$ cat src/rtl/sram_arb2.sv
// sram_arb2: round-robin two-client arbiter and command sequencer for a 32768x96 single-port SRAM.
// Defining SRAM_ARB_INIT_EN adds a post-reset sweep that writes zero to every word before grants open.
module sram_arb2 #(
   parameter int ADDRW = 15,
   parameter int WORDW = 96,
   parameter int DEPTH = 32768
) (
   input  logic             iClk,
   input  logic             iRstn,
   input  logic             iReqA,
   input  logic             iReqB,
   input  logic             iWrA,
   input  logic             iWrB,
   input  logic [ADDRW-1:0] iAddrA,
   input  logic [ADDRW-1:0] iAddrB,
   input  logic [WORDW-1:0] iDinA,
   input  logic [WORDW-1:0] iDinB,
   output logic             oGntA,
   output logic             oGntB,
   output logic             oRvalidA,
   output logic             oRvalidB,
   output logic [WORDW-1:0] oRdata,
   output logic             oInitDone,
   output logic             oNCE,
   output logic             oNWRT,
   output logic [10:0]      oRA,
   output logic [3:0]       oCA,
   output logic [WORDW-1:0] oDIN,
   input  logic [WORDW-1:0] iDO
);

   logic [1:0]            req;
   logic [1:0]            wr;
   logic [1:0]            gnt;
   logic [1:0]            rvalid;
   logic [1:0][ADDRW-1:0] addr_sel;
   logic [1:0][WORDW-1:0] din_sel;
   logic                  sel;
   logic                  accept;
   logic                  run;
   logic                  init_active;
   logic [ADDRW-1:0]      clr_addr;

   logic                  last_reg;   // 1 = client B was granted most recently
   logic                  last_next;
   logic                  nce_reg;
   logic                  nce_next;
   logic                  nwrt_reg;
   logic                  nwrt_next;
   logic [ADDRW-1:0]      addr_reg;
   logic [ADDRW-1:0]      addr_next;
   logic [WORDW-1:0]      din_reg;
   logic [WORDW-1:0]      din_next;

   assign req      = {iReqB, iReqA};
   assign wr       = {iWrB, iWrA};
   assign addr_sel = {iAddrB, iAddrA};
   assign din_sel  = {iDinB, iDinA};

`ifdef SRAM_ARB_INIT_EN
   localparam logic [0:0]       ST_INIT   = 1'b0;
   localparam logic [0:0]       ST_RUN    = 1'b1;
   localparam logic [ADDRW-1:0] LAST_ADDR = ADDRW'(DEPTH - 1);

   logic [0:0]       state_reg;
   logic [0:0]       state_next;
   logic [ADDRW-1:0] clr_cnt_reg;
   logic [ADDRW-1:0] clr_cnt_next;

   assign init_active = (state_reg == ST_INIT);
   assign run         = ~init_active;
   assign clr_addr    = clr_cnt_reg;

   // The counter parks on the last word; the state change ends the sweep.
   always_comb begin
      state_next   = state_reg;
      clr_cnt_next = clr_cnt_reg;
      if (init_active) begin
         if (clr_cnt_reg == LAST_ADDR) begin
            state_next = ST_RUN;
         end else begin
            clr_cnt_next = clr_cnt_reg + ADDRW'(1);
         end
      end
   end

   always_ff @(posedge iClk or negedge iRstn) begin
      if (!iRstn) begin
         state_reg   <= ST_INIT;
         clr_cnt_reg <= '0;
      end else begin
         state_reg   <= state_next;
         clr_cnt_reg <= clr_cnt_next;
      end
   end
`else
   localparam int unused_depth = DEPTH;

   assign init_active = 1'b0;
   assign run         = 1'b1;
   assign clr_addr    = '0;
`endif

   // A tie goes to whichever client was not served last.
   assign gnt[0] = run & req[0] & (~req[1] | last_reg);
   assign gnt[1] = run & req[1] & (~req[0] | ~last_reg);
   assign accept = |gnt;
   assign sel    = gnt[1];

   always_comb begin
      nce_next  = 1'b1;
      nwrt_next = 1'b1;
      addr_next = addr_reg;
      din_next  = din_reg;
      last_next = last_reg;
      if (init_active) begin
         nce_next  = 1'b0;
         nwrt_next = 1'b0;
         addr_next = clr_addr;
         din_next  = '0;
      end else if (accept) begin
         nce_next  = 1'b0;
         nwrt_next = ~wr[sel];
         addr_next = addr_sel[sel];
         din_next  = din_sel[sel];
         last_next = sel;
      end
   end

   always_ff @(posedge iClk or negedge iRstn) begin
      if (!iRstn) begin
         nce_reg  <= 1'b1;
         nwrt_reg <= 1'b1;
         addr_reg <= '0;
         din_reg  <= '0;
         last_reg <= 1'b1;
      end else begin
         nce_reg  <= nce_next;
         nwrt_reg <= nwrt_next;
         addr_reg <= addr_next;
         din_reg  <= din_next;
         last_reg <= last_next;
      end
   end

   // Per-client read tag: stage 0 marks the pin cycle, stage 1 the cycle iDO is valid.
   genvar gi;
   generate
      for (gi = 0; gi < 2; gi++) begin : g_ret
         logic [1:0] pipe_reg;
         always_ff @(posedge iClk or negedge iRstn) begin
            if (!iRstn) begin
               pipe_reg <= '0;
            end else begin
               pipe_reg <= {pipe_reg[0], gnt[gi] & ~wr[gi]};
            end
         end
         assign rvalid[gi] = pipe_reg[1];
      end
   endgenerate

   assign oGntA     = gnt[0];
   assign oGntB     = gnt[1];
   assign oRvalidA  = rvalid[0];
   assign oRvalidB  = rvalid[1];
   assign oRdata    = iDO;
   assign oInitDone = run;
   assign oNCE      = nce_reg;
   assign oNWRT     = nwrt_reg;
   assign oRA       = addr_reg[ADDRW-1:4];
   assign oCA       = addr_reg[3:0];
   assign oDIN      = din_reg;

endmodule

$ cat config.mk
export PLATFORM = sky130hd
export DESIGN_NAME = sram_arb2
export DESIGN_NICKNAME = d
export VERILOG_FILES = /design/src/rtl/sram_arb2.sv
export SDC_FILE = /design/constraint.sdc
export NUM_CORES = 1
export LEC_CHECK = 0
export BUFFER_PORTS_ARGS = -buffer_cell sky130_fd_sc_hd__clkbuf_2
export CAP_MARGIN = 20
export CORE_AREA = 5 5 208 210
export CTS_BUF_LIST = sky130_fd_sc_hd__clkbuf_16
export DETAILED_ROUTE_END_ITERATION = 16
export DIE_AREA = 0 0 213 215
export PLACE_DENSITY_LB_ADDON = 0.15
export SETUP_SLACK_MARGIN = 0.05
export SLEW_MARGIN = 20
export SYNTH_ARGS = -nofsm -noshare
export SYNTH_HDL_FRONTEND = slang
export SYNTH_SLANG_ARGS = --single-unit
$ cat constraint.sdc
create_clock -name iClk -period 1.94 [get_ports iClk]
set_input_delay 0.388 -clock iClk [delete_from_list [all_inputs] [get_ports iClk]]
set_output_delay 0.388 -clock iClk [all_outputs]
set_load 0.02 [all_outputs]
==> qor.yml <==
syn-num-nets: 1068
drt_iter0_markers: 314
avgSynthCellArea_um2: 10.1
p_per_area_mw_per_mm2: 867
required_ns: 1.55
gp_congestion: 0.767
drc: 0
dpl.hpwl_um: 21200
seqPwrFrac_pct: 35.6
final_area_mm2: 0.00973
drv_cap: 0
place_area_mm2: 0.00914
final_layout_size_suffix_gt1_share_pct: 41.5
syn_to_final_growth_pct: 29.3
io_buffers: 344
final_common_cell: "clkbuf_2"
yosysSeqAreaShare_pct: 39.3
period_minus_slack_ns: 1.81
wl_per_cell_um: 19.2
dieWidth_um: 213
p_switching_w: 0.00283
fin_worst_skew_ns: 0.00475
fill_cells: 4504
ant_nets: 0
dieArea_mm2: 0.0458
grt_overflow_total: 0
p_leak_nw: 5.04
synth_cell_types: 19
detail_route.first_pass.iterations: 4
vias: 6589
crit_family: "flip-flops"
syn_area_mm2: 0.00752
slowest_delay_ns: 0.61
cts_tree: "done"
clk_path_buf_depth: 2
post-route-period-util_pct: 93.5
synth_area_leaders: "dfrtp_1 (38%), mux2i_1 (15%), and3b_1 (13%)"
critPathLaunchType: "register"
start_util_pct: 18.2
ys_warn_count: 0
synth_top_area_share_pct: 38.2
clkPwrFrac_pct: 36.5
fin_nets: 1291
antenna_found_initial: 0
grt_pass1_wl_um: 44000
power_frac_comb_pct: 27.9
fin_ws_ns: 0.127
grt_usage_pct: 12.4
worst_setup_path_end_kind: "primary output"
htreeDepth: 4
worstHoldPathType: "in2reg"
ir_drop_uv: 454
rsz0062_at_grt: "false"
fmax_mhz: 551
internal-power_w: 0.00561
core_area_mm2: 0.0414
critPathMaxFanout: 3
cp_cell_sequence: "nand2b_4 > and2_4 > buf_6"
clock-root-buffer: "clkbuf_16"
path_buf_inv: 1
slowest_stage: "dfstp_4"
finalSetupViolations: 0
total_power_w: 0.00843
largest_register_ffs: 96
fin_cells: 1519
status: "complete, no violations"
drt-total-wl_um: 29100
grt_max_degree: 103
cts_buffers: 17
clk_pin_slew_worst_paths_ns: 0.06
placed_cells: 1483
yosys.area.top_type: "dfrtp_1"
rows: 75
ios: 538
finalHoldViolCount: 0
final_cell_mix: "clkbuf_2 (340), dfrtp_1 (115), o21ai_1 (112)"
crit_type: "reg2out"
via_per_inst: 4.34
netlist_instances: 744
max_slew_margin_pct: 66.3
worst-slew-pin-transition_ns: 0.506
pre_cts_slack_ns: 0.272
die_h_um: 215
setup_tns_ns: 0
clkSinkCount: 118
ys_ff_latch: 118
slew_viol_final: 0
clkLatencyLatePin_ns: 0.43
swShare_pct: 33.5
cp_data_arrival_time_ns: 1.43
grt_pass1_vias: 7145
-- per-stage QoR --
stage	utilization, %	hold WS, ns
floorplan	-	0.0924
global placement	22.1	0.334
detailed placement	22.1	0.335
CTS	23.5	0.0922
global route	23.5	0.132
finish	23.5	0.144
-- area by class of cell --
type	instances	area, um2	share of cell area [%]
diodes	1	2.50	0.0257
clock buffers	17	425	4.37
clock inverters	14	118	1.21
inverters	1	3.75	0.0386
multi-input cells	453	3400	34.9
flip-flops and latches	118	2960	30.4
well taps	539	674	6.93
repair buffers	376	2150	22.1
-- power groups by stage --
stage	logic, W	registers, W	clock network (W)
detailed placement	0.00237	0.00306	0
CTS	0.00240	0.00301	0.00325
floorplan	0.00126	0.00342	0
global placement	0.00236	0.00307	0
global route	0.00258	0.00305	0.00333
finish	0.00235	0.00300	0.00308
-- per-layer routing --
metal  share of wire, %  GRT usage [%]
met3                9.4           5.19
met1                 43           15.2
met5                  0          0.108
met4                2.7           4.95
met2                 45           19.3
-- cells in the mapped netlist --
cell type / count
buf_2: 15
dfstp_2: 3
dfrtp_1: 115
mux2i_1: 111
and2_1: 1
clkbuf_1: 30
inv_1: 1
nor2_1: 1
conb_1: 1
a31oi_1: 111
buf_4: 116
buf_6: 10
nand2b_1: 1
o21ai_1: 112
a21boi_1: 1
a22oi_1: 1
nor2b_1: 2
clkbuf_4: 1
and3b_1: 111
-- worst paths after layout --
check / slack, ns / start / depth (start not counted) / to
worst min-delay path: 0.14 / iWrA / 2 / oNWRT
worst min register to register: 0.35 / g_ret[1].pipe_reg[0] / 0 / g_ret[1].pipe_reg[1]
min in group asynchronous: 0.45 / iRstn / 2 / oDIN[3]
max in group asynchronous: 0.86 / iRstn / 3 / last_reg
worst max-delay path: 0.13 / last_reg / 3 / oGntA
worst max register to register: 0.19 / last_reg / 6 / oDIN[89]
-- kinds of logic (layout without fill, tap and decap cells) --
group	after synthesis	after routing	synth area share, %
compound gates	225	225	16.9
buf+inv	173	408	15.7
flops	118	118	39.3
mux	111	111	14.8
other cells	1	2	0.0498
simple gates	116	116	13.3
-- timing repair --
action	4_1_cts	5_1_grt
resized for setup	3	3
hold buffers	1	0
endpoints found under the setup margin	2	19
endpoints found under the hold margin	29	0
setup buffers	3	0
Power figures use the tool's default switching activity.
